### config.mk
export PLATFORM = sky130hd
export DESIGN_NAME = tblink_rpc_rvarb
export DESIGN_NICKNAME = d
export VERILOG_FILES = /design/src/rtl/tblink_rpc_rvarb_pkg.sv /design/src/rtl/tblink_rpc_pkt_tracker.sv /design/src/rtl/tblink_rpc_rvarb.sv
export SDC_FILE = /design/constraint.sdc
export NUM_CORES = 1
export LEC_CHECK = 0
export CELL_PAD_IN_SITES_DETAIL_PLACEMENT = 1
export CELL_PAD_IN_SITES_GLOBAL_PLACEMENT = 2
export CORE_ASPECT_RATIO = 0.5
export CORE_UTILIZATION = 37
export DETAILED_ROUTE_END_ITERATION = 7
export DONT_BUFFER_PORTS = 1
export PLACE_DENSITY = 0.81
export RECOVER_POWER = 25
export SLEW_MARGIN = 20
export SYNTH_ARGS = -nofsm -noshare
export SYNTH_HDL_FRONTEND = slang
export SYNTH_SLANG_ARGS = --single-unit
### constraint.sdc
create_clock -name clock -period 6.7 [get_ports clock]
set_clock_uncertainty 0.15 [all_clocks]
set_input_delay 1.005 -clock clock [delete_from_list [all_inputs] [get_ports clock]]
set_output_delay 1.005 -clock clock [all_outputs]
set_load 0.01 [all_outputs]
### src/rtl/tblink_rpc_rvarb_pkg.sv
// tblink_rpc_rvarb_pkg: packet sequencing states and byte width shared by the rv arbiter and address demux
//   pkt_state_e : IDLE=00, HDR=01, CNT=10, DATA=11
//   DW          : link byte width
package tblink_rpc_rvarb_pkg;
  typedef enum logic [1:0] {
    ST_IDLE = 2'b00,
    ST_HDR  = 2'b01,
    ST_CNT  = 2'b10,
    ST_DATA = 2'b11
  } pkt_state_e;
  localparam int DW = 8;
endpackage

### src/rtl/tblink_rpc_pkt_tracker.sv
// tblink_rpc_pkt_tracker: follows header/count/payload framing of one packet on a ready/valid link
//   clock, reset : posedge clock, sync active-high reset
//   i_start      : leave IDLE and expect a header
//   i_xfer       : a byte handshake on the tracked link
//   i_dat        : byte on the tracked link (captured as count in CNT)
//   o_state      : current framing state
//   o_last_byte  : the byte now offered is the final payload byte
module tblink_rpc_pkt_tracker
  import tblink_rpc_rvarb_pkg::*;
(
  input  logic          clock,
  input  logic          reset,
  input  logic          i_start,
  input  logic          i_xfer,
  input  logic [DW-1:0] i_dat,
  output pkt_state_e    o_state,
  output logic          o_last_byte
);
  pkt_state_e    r_state;
  logic [DW-1:0] r_count;
  // count is tested before decrementing, so 0xFF yields 256 payload bytes with no wrap
  always_ff @(posedge clock)
    if (reset) begin
      r_state <= ST_IDLE;
      r_count <= '0;
    end else
      case (r_state)
        ST_IDLE: if (i_start) r_state <= ST_HDR;
        ST_HDR:  if (i_xfer) r_state <= ST_CNT;
        ST_CNT:  if (i_xfer) begin
          r_count <= i_dat;
          r_state <= ST_DATA;
        end
        ST_DATA: if (i_xfer) begin
          if (r_count == '0) r_state <= ST_IDLE;
          else r_count <= r_count - 1'b1;
        end
      endcase
  assign o_state     = r_state;
  assign o_last_byte = (r_state == ST_DATA) && (r_count == '0);
endmodule

### src/rtl/tblink_rpc_rvarb.sv
// tblink_rpc_rvarb: packet-atomic two-source arbiter onto one 8-bit ready/valid link
//   FAIR           : 1 = round-robin, 0 = fixed priority to A
//   clock, reset   : posedge clock, sync active-high reset
//   ia_* / ib_*    : source A / B byte streams (dat, valid in; ready out)
//   o_*            : network link (dat, valid out; ready in)
//   busy           : a packet is in flight
//   sel_b          : current/last grant, 0 = A, 1 = B
module tblink_rpc_rvarb
  import tblink_rpc_rvarb_pkg::*;
#(
  parameter bit FAIR = 1'b1
) (
  input  logic          clock,
  input  logic          reset,
  input  logic [DW-1:0] ia_dat,
  input  logic          ia_valid,
  output logic          ia_ready,
  input  logic [DW-1:0] ib_dat,
  input  logic          ib_valid,
  output logic          ib_ready,
  output logic [DW-1:0] o_dat,
  output logic          o_valid,
  input  logic          o_ready,
  output logic          busy,
  output logic          sel_b
);
  pkt_state_e w_state;
  logic       w_last_byte, w_active, w_start, w_xfer, w_grant_b;
  logic       r_sel_b, r_last_b;
  assign w_active  = w_state != ST_IDLE;
  assign w_start   = !w_active && (ia_valid || ib_valid);
  // with both requesting, round-robin hands the grant to whoever was not served last
  assign w_grant_b = FAIR ? ((ia_valid && ib_valid) ? !r_last_b : ib_valid) : !ia_valid;
  assign o_dat     = r_sel_b ? ib_dat : ia_dat;
  assign o_valid   = w_active && (r_sel_b ? ib_valid : ia_valid);
  assign ia_ready  = w_active && !r_sel_b && o_ready;
  assign ib_ready  = w_active && r_sel_b && o_ready;
  assign w_xfer    = o_valid && o_ready;
  assign busy      = w_active;
  assign sel_b     = r_sel_b;
  // last_b resets to B so the first contested grant goes to A
  always_ff @(posedge clock)
    if (reset) begin
      r_sel_b  <= 1'b0;
      r_last_b <= 1'b1;
    end else begin
      if (w_start) r_sel_b <= w_grant_b;
      if (w_xfer && w_last_byte) r_last_b <= r_sel_b;
    end
  tblink_rpc_pkt_tracker u_trk (
    .clock      (clock),
    .reset      (reset),
    .i_start    (w_start),
    .i_xfer     (w_xfer),
    .i_dat      (o_dat),
    .o_state    (w_state),
    .o_last_byte(w_last_byte)
  );
endmodule
==> impl_metrics.py <==
metrics = {
    "outcome": {
        "status": "completed",
    },
    "grt": {
        "grt_usage_pct": 21.7,
        "antenna_found_initial": 0,
        "overflow": 0,
        "grt_pass1_vias": 962,
        "grt_max_degree": 15,
        "grt_pass1_wl_um": 4530,
    },
    "sta": {
        "slew_headroom_pct": 8.92,
        "max_freq_mhz": 306,
        "final_max_slew_viol_count": 0,
        "rsz0062_at_grt": "no",
        "hold_violations": 0,
        "finalSetupTns_ps": 0,
        "period_needed_ps": 3270,
        "setup_viol": 0,
        "period_share_pct": 48.8,
        "tightest_slew_ps": 1350,
        "setup_ws_ps": 3430,
    },
    "place": {
        "portBuffers": 0,
        "placed_cell_area_um2": 998,
        "dp_hpwl_um": 2080,
        "gp_routability_congestion": 0.810,
        "place_ws_ps": 4040,
    },
    "synthesis": {
        "ys.warnings.count": 0,
        "synth-simple-area-share_pct": 21.2,
        "synth_cell_types": 40,
        "muxShareOfSynthArea_pct": 11.1,
        "synth_top_family_by_area": "compound AO/OA/AOI/OAI gates",
        "synth.net_count": 146,
        "synth_edf_count": 0,
        "synth_compound_area_share_pct": 27.8,
        "synth-seq-cells": 12,
        "netlist_instances": 118,
        "synth_flop_cell": "dfxtp_1",
        "synthArstFlopShare_pct": 0,
        "synth_area_um2": 993,
        "yosys.area_share.xor_xnor_pct": 0,
        "avgSynthCellArea_um2": 8.42,
        "yosys.area_share.adder_pct": 8.82,
        "synth-seq-area-share_pct": 24.2,
    },
    "clock_network": {
        "clk_latency_ps": 250,
        "cts-root-buf": "clkbuf_8",
        "hold_buffers": 0,
        "clkTransAtPathRegs_ps": 50,
        "numCtsBuffers": 3,
        "cts_buffer_depth": 2,
        "cts_setup_buffers": 0,
        "h-tree-depth": 1,
        "cts_resized": 0,
        "cts.sinks": 12,
        "cts_tree": "done",
    },
    "detailed_routing": {
        "drc": 0,
        "via_count": 938,
        "drt_iter0_drc": 48,
        "ant_nets": 0,
        "drt_pass1_iterations": 4,
        "routedWlPerCell_um": 18.7,
        "routed_wl_um": 2790,
        "drt-vias-per-instance": 6.30,
    },
    "die": {
        "rows": 12,
        "dieArea_um2": 2910,
        "io_pins": 34,
        "fp.dieW_um": 75.3,
        "core-area_um2": 2370,
        "start_util_pct": 41.9,
        "die_y_um": 38.6,
    },
    "setup_path": {
        "cp_cell_sequence": "ha_1, inv_1, nor4_1, a21boi_0, a311o_1",
        "max_stage_delay_ps": 1190,
        "crit_path_end_kind": "register",
        "crit_slowest_cell": "nor4_1",
        "arrival_ps": 3250,
        "timing_worst_setup_path_type": "register to register",
        "critPathMaxFanout": 13,
        "required_ps": 6680,
        "start_kind": "register",
    },
    "power": {
        "pwr-share-comb_pct": 38.2,
        "intPower_uw": 175,
        "p_leak_nw": 0.375,
        "finalPower_uw": 286,
        "clkPwrFrac_pct": 28.9,
        "p_seq_share_pct": 32.9,
        "switching_power_uw": 111,
        "p_sw_share_pct": 38.8,
        "power.density_nw_per_um2": 275,
        "ir_drop_mv": 0.143,
    },
    "finish": {
        "mostFrequentLayoutCells": "nor2_1, dfxtp_1, inv_1, mux2_2",
        "syn2layout_area_growth_pct": 4.53,
        "layout-drive-gt1-share_pct": 14.9,
        "stdcell_area_um2": 1040,
        "antenna_cells": 0,
        "fin_util_pct": 43.8,
        "nets": 143,
    },
    "flow_run": {
        "cap_violations": 0,
    },
    "min_path": {
        "min_path_type": "register to register",
    },
}
## through the flow
stage / cells / hold slack, ps
detailed placement: 145 / 364
floorplan: 118 / 328
global route: 149 / 417
global placement: 145 / 335
finish: 149 / 373
CTS: 149 / 368
## final cells by class
class                      instances  area (um^2)
multi-input combinational         90          669
clock buffer                       4         55.1
fill                             306         1330
inverter                           8         30.0
sequential                        12          240
tap                               35         43.8
## cells in the mapped netlist (2+ instances only)
| cell | count | share of area (%) |
|---|---|---|
| dfxtp_1 | 12 | 24 |
| nor2_1 | 12 | 4.5 |
| inv_1 | 8 | 3.0 |
| mux2_2 | 8 | 9.1 |
| ha_1 | 7 | 8.8 |
| o31ai_1 | 7 | 5.3 |
| nand2_1 | 6 | 2.3 |
| a21oi_1 | 5 | 2.5 |
| clkbuf_1 | 5 | 1.9 |
| nor3_1 | 5 | 2.5 |
| o311ai_0 | 5 | 4.4 |
| nand2b_1 | 3 | 1.9 |
| a22oi_1 | 2 | 1.5 |
| and2_1 | 2 | 1.3 |
| mux2i_1 | 2 | 2.0 |
| nor4_1 | 2 | 1.3 |
| o211ai_1 | 2 | 1.5 |
| o21a_1 | 2 | 1.5 |
| o31a_2 | 2 | 2.0 |
## flip-flops by register name (all words and copies together) (netlist names)
| signal | flops |
|---|---|
| r_last_b | 1 |
| sel_b | 1 |
| u_trk.o_state | 2 |
| u_trk.r_count | 8 |
## path summary, 6_finish.rpt
| kind | endpoint | start | slack [ps] | depth (start not counted) |
|---|---|---|---|---|
| setup / recovery | r_last_b | u_trk.o_state[0] | 3430 | 5 |
| hold / removal | u_trk.o_state[0] | u_trk.o_state[0] | 370 | 2 |
| setup reg to reg | r_last_b | u_trk.o_state[0] | 3430 | 5 |
| hold reg to reg | u_trk.o_state[0] | u_trk.o_state[0] | 370 | 2 |
## power groups by stage
stage	registers, mW	clock network (mW)	logic, mW
global placement	0.0949	0	0.105
global route	0.0964	0.0878	0.121
finish	0.0941	0.0826	0.109
CTS	0.0947	0.0831	0.112
detailed placement	0.0963	0	0.111
floorplan	0.0887	0	0.0990
## cells by family (layout without fill, tap and decap cells)
logic type / Yosys count / count (layout)
and+or+nand+nor: 38 / 38
AOI/OAI and AO/OA: 35 / 35
buffers and inverters: 16 / 12
DFF: 12 / 12
muxes: 10 / 10
adders and majority gates: 7 / 7
## worst max-delay path: cells and delay by family (launching register included)
kind | cells | cell delay [ps]
buf+inv | 1 | 340
simple gates | 1 | 1190
compound gates | 2 | 600
fa+ha+maj | 1 | 490
flops | 1 | 390
## per-layer routing
layer / up-vias / wire length, um / global-route usage (%)
met3: 4 / 167 / 7.29
met5: - / 0 / 0
met4: 0 / 21 / 4.63
li1: 440 / - / -
met2: 40 / 1230 / 35.9
met1: 454 / 1370 / 27.7
Power figures use the tool's default switching activity.
